### config.mk
export PLATFORM = sky130hd
export DESIGN_NAME = minimal_nios2_qsys_0_oci_dct_packer
export DESIGN_NICKNAME = d
export VERILOG_FILES = /design/src/rtl/minimal_nios2_qsys_0_oci_dct_packer.sv
export SDC_FILE = /design/constraint.sdc
export NUM_CORES = 1
export LEC_CHECK = 0
export CORE_MARGIN = 2
export CORE_UTILIZATION = 42
export DETAILED_ROUTE_END_ITERATION = 12
export RECOVER_POWER = 100
export SKIP_CTS_REPAIR_TIMING = 1
export SLEW_MARGIN = 20
export SYNTH_ARGS = -nofsm -noshare
export SYNTH_HDL_FRONTEND = slang
export SYNTH_SLANG_ARGS = --single-unit
### constraint.sdc
create_clock -name clk -period 3.8 [get_ports clk]
set_clock_uncertainty 0.15 [all_clocks]
set_input_delay 0.95 -clock clk [delete_from_list [all_inputs] [get_ports clk]]
set_output_delay 0.95 -clock clk [all_outputs]
set_load 0.05 [all_outputs]
### src/rtl/minimal_nios2_qsys_0_oci_dct_packer.sv
// OCI DCT trace packer: packs 2-bit branch records into 30-bit words behind a valid/ready handshake.
// Optional DCT_IDLE_FLUSH_EN adds an idle-timeout flush of partial words.
module minimal_nios2_qsys_0_oci_dct_packer #(
  parameter int RECS_PER_WORD = 15,
  parameter int DROP_CNT_W    = 8,
  parameter int IDLE_TIMEOUT  = 64
) (
  input  logic                       clk,
  input  logic                       reset_n,
  input  logic                       rec_valid,
  input  logic [1:0]                 rec_code,
  input  logic                       flush,
  output logic [2*RECS_PER_WORD-1:0] dct_buffer,
  output logic [3:0]                 dct_count,
  output logic                       dct_valid,
  input  logic                       dct_ready,
  output logic [DROP_CNT_W-1:0]      drop_cnt,
  input  logic                       drop_clr
);
  localparam int BUF_W = 2*RECS_PER_WORD;
  localparam logic [3:0] FULL_CNT = 4'(RECS_PER_WORD);

  typedef enum logic [1:0] {FILL, FULL_WAIT, STALL} state_t;
  state_t state, state_nxt;

  logic [BUF_W-1:0] acc, acc_ins;
  logic [3:0]       acc_count, cnt_ins;
  logic             flush_lat, idle_flush, flush_req;
  logic             room, take, want, out_free, xfer, drop, carry;

  assign room      = acc_count < FULL_CNT;
  assign take      = rec_valid && room;
  assign cnt_ins   = acc_count + {3'b0, take};
  assign flush_req = flush || flush_lat || idle_flush;
  // A full accumulator always wants out; a partial one only on a flush request.
  assign want      = (cnt_ins == FULL_CNT) || (flush_req && cnt_ins != 4'd0);
  assign out_free  = !dct_valid || dct_ready;
  assign xfer      = want && out_free;
  assign drop      = rec_valid && !room && !xfer;
  // Record arriving while a full accumulator leaves becomes record 0 of the next word.
  assign carry     = rec_valid && !room && xfer;
  assign dct_valid = (state != FILL);

  always_comb begin
    acc_ins = acc;
    if (take) acc_ins[{acc_count, 1'b0} +: 2] = rec_code;
  end

  always_comb begin
    state_nxt = state;
    if (xfer)                 state_nxt = FULL_WAIT;
    else if (out_free)        state_nxt = FILL;
    else if (cnt_ins == FULL_CNT) state_nxt = STALL;
    else                      state_nxt = FULL_WAIT;
  end

  always_ff @(posedge clk or negedge reset_n) begin
    if (!reset_n) begin
      state      <= FILL;
      acc        <= '0;
      acc_count  <= '0;
      flush_lat  <= 1'b0;
      dct_buffer <= '0;
      dct_count  <= '0;
    end else begin
      state <= state_nxt;
      if (xfer) begin
        acc        <= carry ? BUF_W'(rec_code) : '0;
        acc_count  <= carry ? 4'd1 : 4'd0;
        flush_lat  <= 1'b0;
        dct_buffer <= acc_ins;
        dct_count  <= cnt_ins;
      end else begin
        acc       <= acc_ins;
        acc_count <= cnt_ins;
        if ((flush || idle_flush) && cnt_ins != 4'd0) flush_lat <= 1'b1;
        if (dct_valid && dct_ready) begin
          dct_buffer <= '0;
          dct_count  <= '0;
        end
      end
    end
  end

  always_ff @(posedge clk or negedge reset_n) begin
    if (!reset_n)                    drop_cnt <= '0;
    else if (drop_clr)               drop_cnt <= '0;
    else if (drop && drop_cnt != '1) drop_cnt <= drop_cnt + 1'b1;
  end

`ifdef DCT_IDLE_FLUSH_EN
  logic [6:0] idle_cnt;
  assign idle_flush = (idle_cnt == 7'(IDLE_TIMEOUT));

  // Holds at the timeout value so a flush latched behind a busy output is not re-armed.
  always_ff @(posedge clk or negedge reset_n) begin
    if (!reset_n)                                   idle_cnt <= '0;
    else if (rec_valid || xfer || acc_count == 4'd0) idle_cnt <= '0;
    else if (!idle_flush)                           idle_cnt <= idle_cnt + 7'd1;
  end
`else
  assign idle_flush = 1'b0;
`endif

endmodule

==> reports/qor.csv <==
metric,value,unit
cp_top_family,compound AO/OA/AOI/OAI gates,
syn_inst,338,
drt-vias-per-instance,5.51,
fmax,285,MHz
cts_max_level,3,
firstDrtPassIters,4,
async_reset_ff_frac,1.00,
ys_ff_latch,79,
clkLatencyLatePin,0.35,ns
whs,0.336,ns
fp-row-count,34,
grt_usage,0.186,
fin_crit_sh,0.925,
ys_top_cells_by_count,"79 x dfrtp_1, 43 x nor2_1, 32 x mux2i_1, 32 x o2bb2ai_1, 12 x nand2_1",
cpPeakStageDelay,0.57,ns
startpoint_type,input pin,
endpoint_kind,register,
via_count,2783,
crit_type,input pin to register,
avgSynthCellArea,11.1,um2
path_max_fanout,11,
ys_top_cells_by_area,"dfrtp_1 53%, mux2i_1 8.6%, o2bb2ai_1 7.5%, nor2_1 4.3%, ha_1 2.0%",
port_buffers,50,
r2r-start,acc_count[0],
final.setup.tns,0,ns
setup_viol,0,
die_h,98.4,um
power_density,579,nW/um2
cts_root_buffer,clkbuf_8,
report.final.hold_viol_count,0,
cts_buffers,9,
crit_path_top_delay_cell,dlygate4sd3_1,
critPathRequiredTime,3.92,ns
drive_above_1_share,0.116,
drtIter0Drc,122,
violations,"max-capacitance violations, max-slew violations",
dpl.hpwl,5.58,mm
maxCapViolations,1,
timing.rr.end,drop_cnt[5],
synth_top_area_share,0.528,
period_minus_slack,3.51,ns
drv_slew,80,
place.gp.congestion,0.862,
crit_path_frequent_cell,ha_1,
syn_nets,352,
synth_largest_area_cell,dfrtp_1,
ys_seq_area_frac,0.528,
overflow,0,
wl_per_cell,16.5,um
antenna_found_initial,0,
wl,8.31,mm
reg2regPathDepth,8,
dp.cells,489,
cp.buffers_inverters,2,
dieWidth,98.4,um
outcome,finished with violations,
vdd_drop_max,0.210,mV
rrSetupSlack,0.76,ns
fin_nets,406,
synth_ff_type,dfrtp_1,
path_clk_slew,0.08,ns
drc,0,
grt_pass1_wl,14.4,mm
core_area,8680,um2
start_util,0.431,
fillCellCount,808,
worstSetupStartpoint,rec_valid,
synth_area,3740,um2
clock-sinks,79,
ios,51,
antenna_cells,0,
ant_nets,0,
rsz0062_at_grt,no,
crit_chain,dlygate4sd3_1 -> inv_1 -> a31oi_1 -> ha_1 -> ha_1 -> o41ai_2 -> o311ai_2 -> or4_1 -> a21oi_1,
yosys_warnings,0,
crit_path_end,drop_cnt[5],
dieArea,9680,um2
cts_tree,yes,
fin_cells,505,
crit_arrival,3.64,ns
clock_path_buffers,2,
worst_pin_slew,1.98,ns
areaGrowthSynthToFinish,22.1,%
relSlewSlack,-0.323,
synth_cell_type_count,56,
hold_path.class,register to register,
crit_cells,9,
synth_edf_count,0,
grt_start_max_net_pins,80,
p_leak,0.00214,uW
first_global_vias,2789,
synth.most_common_cell,dfrtp_1,
==> sequential cells by signal, indices dropped and copies added, names as in the netlist <==
| signal | flops |
|---|---|
| acc | 30 |
| acc_count | 4 |
| dct_buffer | 30 |
| dct_count | 4 |
| drop_cnt | 8 |
| flush_lat | 1 |
| state | 2 |
==> where the power goes <==
group	total (uW)	switching (uW)	internal, uW
clock network	621	317	304
registers	945	32.5	913
logic	1080	736	344
total	2650	1080	1560
==> placed cells by master, fill, tap and decap left out, types with 3 or more instances in the layout <==
cell type / n
a21oi_1: 11
and3_1: 11
buf_4: 12
clkbuf_8: 9
clkdlybuf4s50_1: 5
dfrtp_1: 79
dlygate4sd3_1: 44
ha_1: 6
inv_1: 6
mux2i_1: 32
nand2_1: 13
nand2b_1: 3
nand3_1: 7
nand3b_1: 3
nor2_1: 43
nor3_1: 5
o21ai_0: 9
o2bb2ai_1: 32
o31ai_1: 4
or2_2: 3
or3_1: 3
or4_1: 3
==> layer usage <==
layer | GRT usage | share of wire | vias up | wire length [um]
li1 | - | - | 1346 | -
met4 | 0.0569 | 0.013 | 0 | 108
met2 | 0.290 | 0.47 | 42 | 3940
met5 | 0 | 0 | - | 0
met1 | 0.259 | 0.48 | 1385 | 3980
met3 | 0.0444 | 0.034 | 10 | 281
==> worst register-to-register path, delay by kind of cell (launching register included) <==
family | cells | cell delay, ns
adder cells (fa/ha/maj) | 3 | 0.78
flip-flops | 1 | 0.39
AO/OA/AOI/OAI | 4 | 1.13
AND/OR/NAND/NOR | 1 | 0.52
==> metrics by stage <==
| stage | cell area [um2] | total power (uW) | setup slack (ns) | util |
|---|---|---|---|---|
| after detailed placement | 4390 | 2060 | 0.00272 | 0.506 |
| after CTS | 4580 | 2690 | 0.364 | 0.528 |
| final | 4570 | 2650 | 0.286 | 0.527 |
| after global placement | 4390 | 2060 | 0.0595 | 0.506 |
| after global routing | 4570 | 2820 | 0.139 | 0.527 |
| after floorplan | 3740 | 1730 | 0.468 | - |
==> cells by family after synthesis <==
kind of cell | count (synthesis) | synth area share
AND/OR/NAND/NOR | 112 | 0.156
flip-flops | 79 | 0.528
AO/OA/AOI/OAI | 76 | 0.162
multiplexers | 33 | 0.0886
buffers and inverters | 30 | 0.0398
adder cells (fa/ha/maj) | 6 | 0.0201
XOR/XNOR | 2 | 0.00468
==> layout make-up <==
class,count,area [um2],share of cell area
Sequential cell,79,1980,0.433
Multi-Input combinational cell,229,1610,0.353
Timing Repair Buffer,67,626,0.137
Tap cell,108,135,0.0296
Clock buffer,9,124,0.0271
Clock inverter,7,72.6,0.0159
Inverter,6,22.5,0.00493
==> worst min-delay path by stage <==
stage	from	to	slack, ns	cells past startpoint
2_1_floorplan	acc[10]	acc[10]	0.33	2
3_3_place_gp	dct_count[0]	dct_count[0]	0.31	1
3_5_place_dp	dct_buffer[6]	dct_buffer[6]	0.32	1
4_1_cts	dct_buffer[3]	dct_buffer[3]	0.35	1
5_1_grt	dct_buffer[4]	dct_buffer[4]	0.36	1
6_report	dct_count[0]	dct_count[0]	0.34	1
(Power assumes the default switching activity.)
